===== config.mk =====
export PLATFORM = sky130hd
export DESIGN_NAME = totient_seq_ctrl
export DESIGN_NICKNAME = d
export VERILOG_FILES = /design/src/rtl/totient_seq_ctrl.sv
export SDC_FILE = /design/constraint.sdc
export NUM_CORES = 1
export LEC_CHECK = 0
export ABC_CLOCK_PERIOD_IN_PS = 1600
export BUFFER_PORTS_ARGS = -buffer_cell sky130_fd_sc_hd__buf_4
export CORE_MARGIN = 2
export CORE_UTILIZATION = 50
export DETAILED_ROUTE_END_ITERATION = 12
export PLACE_DENSITY = 0.76
export SETUP_SLACK_MARGIN = 0.5
export SLEW_MARGIN = 40
export SYNTH_ARGS = -nofsm -noshare
export SYNTH_HDL_FRONTEND = slang
export SYNTH_SLANG_ARGS = --single-unit

===== constraint.sdc =====
create_clock -name clk -period 1.6 [get_ports clk]
set_input_delay 0.32 -clock clk [delete_from_list [all_inputs] [get_ports clk]]
set_output_delay 0.32 -clock clk [all_outputs]
set_load 0.05 [all_outputs]

===== src/rtl/totient_seq_ctrl.sv =====
// totient_seq_ctrl: computes Euler's totient phi(n) by sweeping a = 1..n
// through an external combinational coprime checker, one candidate per clock.
//
// Ports:
//   clk, rst_n       clock (rising edge), synchronous active-low reset
//   start, n_in      command strobe and operand; accepted only while idle
//   busy             high while a sweep is in progress
//   done             one-cycle pulse; phi_out valid from that cycle
//   phi_out          phi(n) result, held until the next command completes
//   cp_a, cp_b       candidate a and latched n driven to the checker
//   cp_valid         high when cp_a/cp_b carry a live query
//   cp_is_coprime    checker result for the current cp_a/cp_b (same cycle)
module totient_seq_ctrl #(
  parameter int unsigned WIDTH = 4
) (
  input  logic             clk,
  input  logic             rst_n,
  input  logic             start,
  input  logic [WIDTH-1:0] n_in,
  output logic             busy,
  output logic             done,
  output logic [WIDTH-1:0] phi_out,
  output logic [WIDTH-1:0] cp_a,
  output logic [WIDTH-1:0] cp_b,
  output logic             cp_valid,
  input  logic             cp_is_coprime
);

  typedef enum logic {IDLE, SCAN} state_t;

  state_t           state_q, state_d;
  logic [WIDTH-1:0] count_q, count_d;
  logic [WIDTH-1:0] cp_a_d, cp_b_d, phi_d;
  logic             busy_d, done_d, valid_d;
  logic [WIDTH-1:0] inc;

  assign inc = WIDTH'(cp_is_coprime);

  // State and output registers
  always_ff @(posedge clk) begin
    if (!rst_n) begin
      state_q  <= IDLE;
      count_q  <= '0;
      cp_a     <= '0;
      cp_b     <= '0;
      phi_out  <= '0;
      busy     <= 1'b0;
      done     <= 1'b0;
      cp_valid <= 1'b0;
    end else begin
      state_q  <= state_d;
      count_q  <= count_d;
      cp_a     <= cp_a_d;
      cp_b     <= cp_b_d;
      phi_out  <= phi_d;
      busy     <= busy_d;
      done     <= done_d;
      cp_valid <= valid_d;
    end
  end

  // Next-state and next-output logic
  always_comb begin
    state_d = state_q;
    count_d = count_q;
    cp_a_d  = cp_a;
    cp_b_d  = cp_b;
    phi_d   = phi_out;
    busy_d  = busy;
    done_d  = 1'b0;
    valid_d = cp_valid;

    case (state_q)
      IDLE: begin
        busy_d  = 1'b0;
        valid_d = 1'b0;
        if (start) begin
          if (n_in != '0) begin
            cp_b_d  = n_in;
            cp_a_d  = WIDTH'(1);
            count_d = '0;
            busy_d  = 1'b1;
            valid_d = 1'b1;
            state_d = SCAN;
          end else begin
            // n = 0: answer immediately, never query the checker with b = 0
            phi_d  = '0;
            done_d = 1'b1;
          end
        end
      end

      SCAN: begin
        if (cp_a != cp_b) begin
          count_d = count_q + inc;
          cp_a_d  = cp_a + WIDTH'(1);
        end else begin
          // Last candidate: a stops at n, so no wrap at n = 2^WIDTH-1
          phi_d   = count_q + inc;
          done_d  = 1'b1;
          busy_d  = 1'b0;
          valid_d = 1'b0;
          state_d = IDLE;
        end
      end

      default: state_d = IDLE;
    endcase
  end

endmodule


==> results of run 1 <==
## kinds of logic after synthesis
family / share of synthesized area [%]
AO/OA/AOI/OAI: 12.9
multiplexers: 4.53
AND/OR/NAND/NOR: 23.6
adder cells (fa/ha/maj): 4.24
buffers and inverters: 5.80
flip-flops: 43.0
XOR/XNOR: 5.94
## synthesized netlist by cell type, drive strengths merged
library cell  instances  share of area (%)
dfxtp                19                 43
nand2                14                5.9
nand4                 9                6.4
o21ai                 5                2.8
xor2                  5                5.0
a21oi                 4                2.3
buf                   4                2.8
inv                   4                1.7
mux2i                 4                4.5
a22oi                 3                2.5
clkbuf                3                1.3
ha                    3                4.2
nand3                 3                1.7
nor2                  3                1.3
nor4                  2                2.1
o311ai                2                2.0
or4b                  2                2.3
a31oi                 1               0.71
nand2b                1               0.71
nand3b                1               0.85
nand4b                1               0.99
nor2b                 1               0.71
o22ai                 1               0.71
o41ai                 1                1.8
or3                   1               0.71
xnor2                 1               0.99
## timing repair
item	4_1_cts
hold buffers	0
gates resized for setup	50
pin swaps	15
endpoints found under the setup margin	34
setup buffers	13
gates cloned	1
## through the flow
step	hold slack [ns]	cells	util (%)	worst slack, ns
global placement	0.447	137	72.7	0.126
detailed placement	0.457	137	72.7	0.0878
CTS	0.282	155	90.1	0.125
floorplan	0.446	98	-	0.142
==> summary by stage, run 1 <==
Status
The flow did not finish. The last stage the flow got to is 5_1_grt. The tool reported: "[ERROR DPL-0038] Utilization greater than 100%, impossible to legalize".

Placement
The weighted congestion reported at the end of routability-driven placement is 0.783. The HPWL after detailed placement is approximately 1500 um. The placed instances occupy a cell area of between 1000 and 1500 um2. The number of input and output port buffers inserted is 22.

Clock tree
The deepest clock path buffer count is 2. The H-tree depth reported by CTS is 1. Clock tree synthesis found a total of 19 sinks. The tree is rooted in a sky130_fd_sc_hd__clkbuf_4. In this run, CTS created clock tree buffers numbering 3.

GRT
The pin count of the biggest net entering global routing is 16.

Die
The height of the die is ~46 um. The effective utilization at floorplan is 52.4%. Pin placement for this block handled 23 I/O pins. The floorplan step set the die width to roughly 46 um. After floorplanning, the core was divided into 15 placement rows.

Yosys
The distinct cell type count after synthesis is 28. The cell count after synthesis came out at 98. The number of synthesis warnings is 0.

The number of flip-flops and latches in the synthesized netlist is 19. The average instance in the mapped netlist occupies between 9 and 10 um2. The net count after synthesis is 109. The fraction of the yosys area taken by sequential cells is 43.0%. The synthesized netlist occupies a cell area of 885 um2.

Timing
After the last repair the worst path ends at a register data pin. The global-route repair_timing pass left the worst setup endpoint at phi_out[0]$_SDFFE_PN0P_/D.
==> run 2: changes to the inputs <==
--- a/config.mk
+++ b/config.mk
@@ -7,11 +7,10 @@
 export LEC_CHECK = 0
 export ABC_CLOCK_PERIOD_IN_PS = 1600
 export BUFFER_PORTS_ARGS = -buffer_cell sky130_fd_sc_hd__buf_4
-export CORE_MARGIN = 2
-export CORE_UTILIZATION = 50
+export CORE_AREA = 2 2 63 65
 export DETAILED_ROUTE_END_ITERATION = 12
-export PLACE_DENSITY = 0.76
-export SETUP_SLACK_MARGIN = 0.5
+export DIE_AREA = 0 0 65 67
+export PLACE_DENSITY_LB_ADDON = 0.15
 export SLEW_MARGIN = 40
 export SYNTH_ARGS = -nofsm -noshare
 export SYNTH_HDL_FRONTEND = slang
==> run 2 against run 1 <==
The flow now finishes without violations. Synthesized cell count is the same. Synthesized area unchanged.
==> summary by stage, run 2 <==
Status
The flow ran to the end, and the final reports show no timing, DRC or antenna violations.

GRT
The number of antenna violations at the first check in global routing came to 0. In the global route stage, overall resource usage came out at 11.5%. Global routing consumed, on the met3 layer, 2.20% of the routing resources. The met1 routing resource usage after global routing is 14.9%.

After global routing the overflow that remains totals 0. For met2 alone, demand over resource in global routing was 18.3%. The via count of the first global-routing pass came to 828. The first global-routing pass estimated 3860 um of wire. Entering global routing, the biggest net connects 13 pins. The layer flagged by global routing as most heavily used is met2.

Die
The number of core rows is 22. The die width is between 60 and 70 um. The effective utilization at floorplan is between 20% and 30%.

The number of top-level design ports is 23. The area inside the core boundary is 3610 um2. The die is approximately 67 um tall.

The die footprint is 4360 um2.

Finish
Leaving out fill and tap cells, the most frequent cells in the layout are sky130_fd_sc_hd__buf_4 (33), sky130_fd_sc_hd__nand2_1 (13), sky130_fd_sc_hd__dfxtp_1 (11). After filler insertion, the fill cell instance count of the layout stands at 370. The post-synthesis to final-layout area growth is 40.7%. For this run, the post-layout net count is 140.

The most common library cell in the layout ignoring fill and taps is sky130_fd_sc_hd__buf_4. The post-route standard cell area excluding fillers is 1240 um2. The number of inserted diodes is 0. The post-route netlist has 39.1% of its cells at a drive strength greater than 1. The count of cells in the finished layout, fillers not included, comes to 176.

Timing
The setup slack of the critical path after layout is 0.0784 ns. Of the available clock period, the critical path in the final layout requires 95.1%. The post-route clock skew is 0.00676 ns. The actual transition at the worst max-transition pin is 0.364 ns. The upper clock frequency limit is 657 MHz. The worst relative slew slack is 75.5%. The number of hold-slack violations in the final timing report is 0. Setup repair after global routing left no endpoint under its margin.

The count of endpoints failing setup in the final report is 0. The smallest clock period supported by the final layout is computed as roughly 1.5 ns. The final max-slew violation count is 0.

Worst setup path
The critical path is of the flip-flop to flip-flop type. The worst path arrival time is roughly 1.7 ns. The maximum fanout encountered on the critical timing path is 5. The endpoint kind of the worst setup timing path is a flip-flop.

Among cell families on the critical path, the largest total delay comes from simple AND/OR/NAND/NOR gates. The nature of the critical path startpoint is a flip-flop. For this run, the slowest stage of the critical path takes 0.51 ns. At the worst endpoint, the required time is 1.74 ns. The number of buffers and inverters on the critical path is 0. The worst-path cell with the longest stage delay is sky130_fd_sc_hd__or4b_1. The signal on the critical path passes through xor2_1 > nor4_4 > or4b_1 > o311ai_0.

Routing
The total via count in the routed design is 810. The detailed router finished its first iteration with 33 violations. The first TritonRoute pass finished after 4 iterations. After detailed routing, the average wire length per cell comes to 12.1 um. The ratio of routed vias to standard cells is around 4.6.

Once detail routing completed, the nets flagged for antenna violations numbered 0. For this block, the routed nets add up to 2130 um of wire. The number of design rule violations left after detail routing is 0.

Yosys
The synthesized instance count is about 100. The top cell type's share of synthesized area is ~43%. Each instance of the synthesized netlist takes up on average 9.03 um2. The share of the Yosys chip area taken by registers is 43.0%. The net count after synthesis is 109. The distinct cell type count after synthesis is 28.

In the synthesized netlist, the cells that appear most often are sky130_fd_sc_hd__dfxtp_1 (19), sky130_fd_sc_hd__nand2_1 (14), sky130_fd_sc_hd__nand4_1 (9), sky130_fd_sc_hd__o21ai_0 (5), sky130_fd_sc_hd__xor2_1 (5). The simple-gate area share of the yosys netlist is 23.6%. Yosys mapped a number of flops with a built-in enable equal to 0. The leading cell type by number of instances after synthesis is sky130_fd_sc_hd__dfxtp_1.

The xor/xnor share of the synthesized area is under 10%. The multiplexer fraction of the synthesized cell area is 4.53%. The compound-gate portion of the synthesized area is 12.9%. After Yosys synthesis, full adders, half adders and majority gates account for 4.24% of the synthesized area. The number of synthesis warnings is 0.

The proportion of register bits with asynchronous set or reset after synthesis is 0%. After synthesis, the cell types taking the most area are sky130_fd_sc_hd__dfxtp_1 (43%), sky130_fd_sc_hd__nand4_1 (6.4%), sky130_fd_sc_hd__nand2_1 (5.9%), sky130_fd_sc_hd__xor2_1 (5.0%), sky130_fd_sc_hd__mux2i_1 (4.5%). The mapped netlist covers 885 um2. The largest family of logic cells by synthesized area is simple AND/OR/NAND/NOR gates.

The number of flip-flops and latches in the synthesized netlist is 19. The most used flip-flop cell after synthesis is sky130_fd_sc_hd__dfxtp_1. The cell taking the most area after synthesis is sky130_fd_sc_hd__dfxtp_1.

Clock tree
The longest clock path from root to sink contains 2 buffers. The tree is rooted in a sky130_fd_sc_hd__clkbuf_8. Clock tree synthesis inserted a total of 3 buffers.

The clock slew seen by the registers of the worst setup and hold paths is 0.07 ns. The TritonCTS sink count is 19. TritonCTS built the clock tree. The total setup buffers inserted after CTS is 0.

The number of hold buffers added after cts is 0. The clock insertion delay at the later pin of the skew report is roughly 0.25 ns. The H-tree depth reported by CTS is 1.

Power
In this run the static leakage power is 0.000538 uW. Across the VDD grid, the largest voltage drop is 0.370 mV. Summing internal, switching and leakage power gives 1120 uW.

Power spread over the standard cell area amounts to 899 nW/um2.

Placement
Timing analysis after detailed placement gives a worst setup slack of -0.0135 ns. Including well taps, the total number of placed cells is approximately 170. The number of input and output port buffers inserted is 22.

After detailed placement, the total cell area comes to 1170 um2. The HPWL after detailed placement is 1670 um. The weighted congestion reported at the end of routability-driven placement is 0.731.

Min path
The worst hold path class is primary input to flip-flop.

Job
The max-capacitance violation count is 0.
## run 2: cell counts after synthesis
Identical to the previous run, type by type.
## run 2: final cells by class
type                       count  area (um2)  share of cell area (%)
clock buffer                   4        45.0                    3.62
inverter                       4        15.0                    1.21
multi-input combinational     68         487                    39.1
sequential                    19         390                    31.4
tap                           48        60.1                    4.82
timing repair buffer          33         248                    19.9
## run 2: routing by layer
| layer | part of all wire [%] | up-vias |
|---|---|---|
| met5 | 0 | - |
| met4 | 1.3 | 0 |
| met3 | 2.9 | 2 |
| met2 | 48 | 13 |
| met1 | 48 | 383 |
| li1 | - | 412 |
## run 2: metrics by stage
| step | hold slack [ns] | utilization (%) | TNS (ns) |
|---|---|---|---|
| after CTS | 0.303 | 33.8 | 0 |
| after global placement | 0.455 | 32.3 | 0 |
| after detailed placement | 0.463 | 32.3 | -0.0164 |
| final | 0.316 | 34.5 | 0 |
| after global routing | 0.315 | 34.5 | 0 |
| after floorplan | 0.449 | - | 0 |
## run 2: worst min-delay path, delay by kind of cell
| kind | cells | cell delay, ns |
|---|---|---|
| buffers and inverters | 1 | 0.11 |
| and+or+nand+nor | 1 | 0.05 |
| AOI/OAI and AO/OA | 1 | 0.05 |
## run 2: where the power goes
part           leakage (uW)  total (uW)  switching, uW  internal (uW)
Sequential         0.000158         515           18.9            496
Clock             0.0000228         332            155            177
Combinational      0.000357         273            168            105
## run 2: kinds of logic (layout without fill, tap and decap cells)
family | count (synthesis) | count (layout)
multiplexers | 4 | 4
AND/OR/NAND/NOR | 38 | 38
adder cells (fa/ha/maj) | 3 | 3
flip-flops | 19 | 19
AO/OA/AOI/OAI | 17 | 17
buffers and inverters | 11 | 41
XOR/XNOR | 6 | 6
## run 2: what timing repair did
action                                  in CTS  in global routing
endpoints found under the setup margin       4                  5
resized for setup                            1                  4
gates cloned                                 0                  0
pin swaps                                    0                  0
## run 2: worst paths after layout
check	cells after the start	end	start	slack, ns
max	4	count_q[2]	cp_b[0]	0.08
max reg2reg	4	count_q[2]	cp_b[0]	0.08
min	3	cp_b[3]	n_in[3]	0.32
min reg2reg	2	phi_out[2]	phi_out[2]	0.47
No activity file was read; power rests on OpenSTA's default activity.
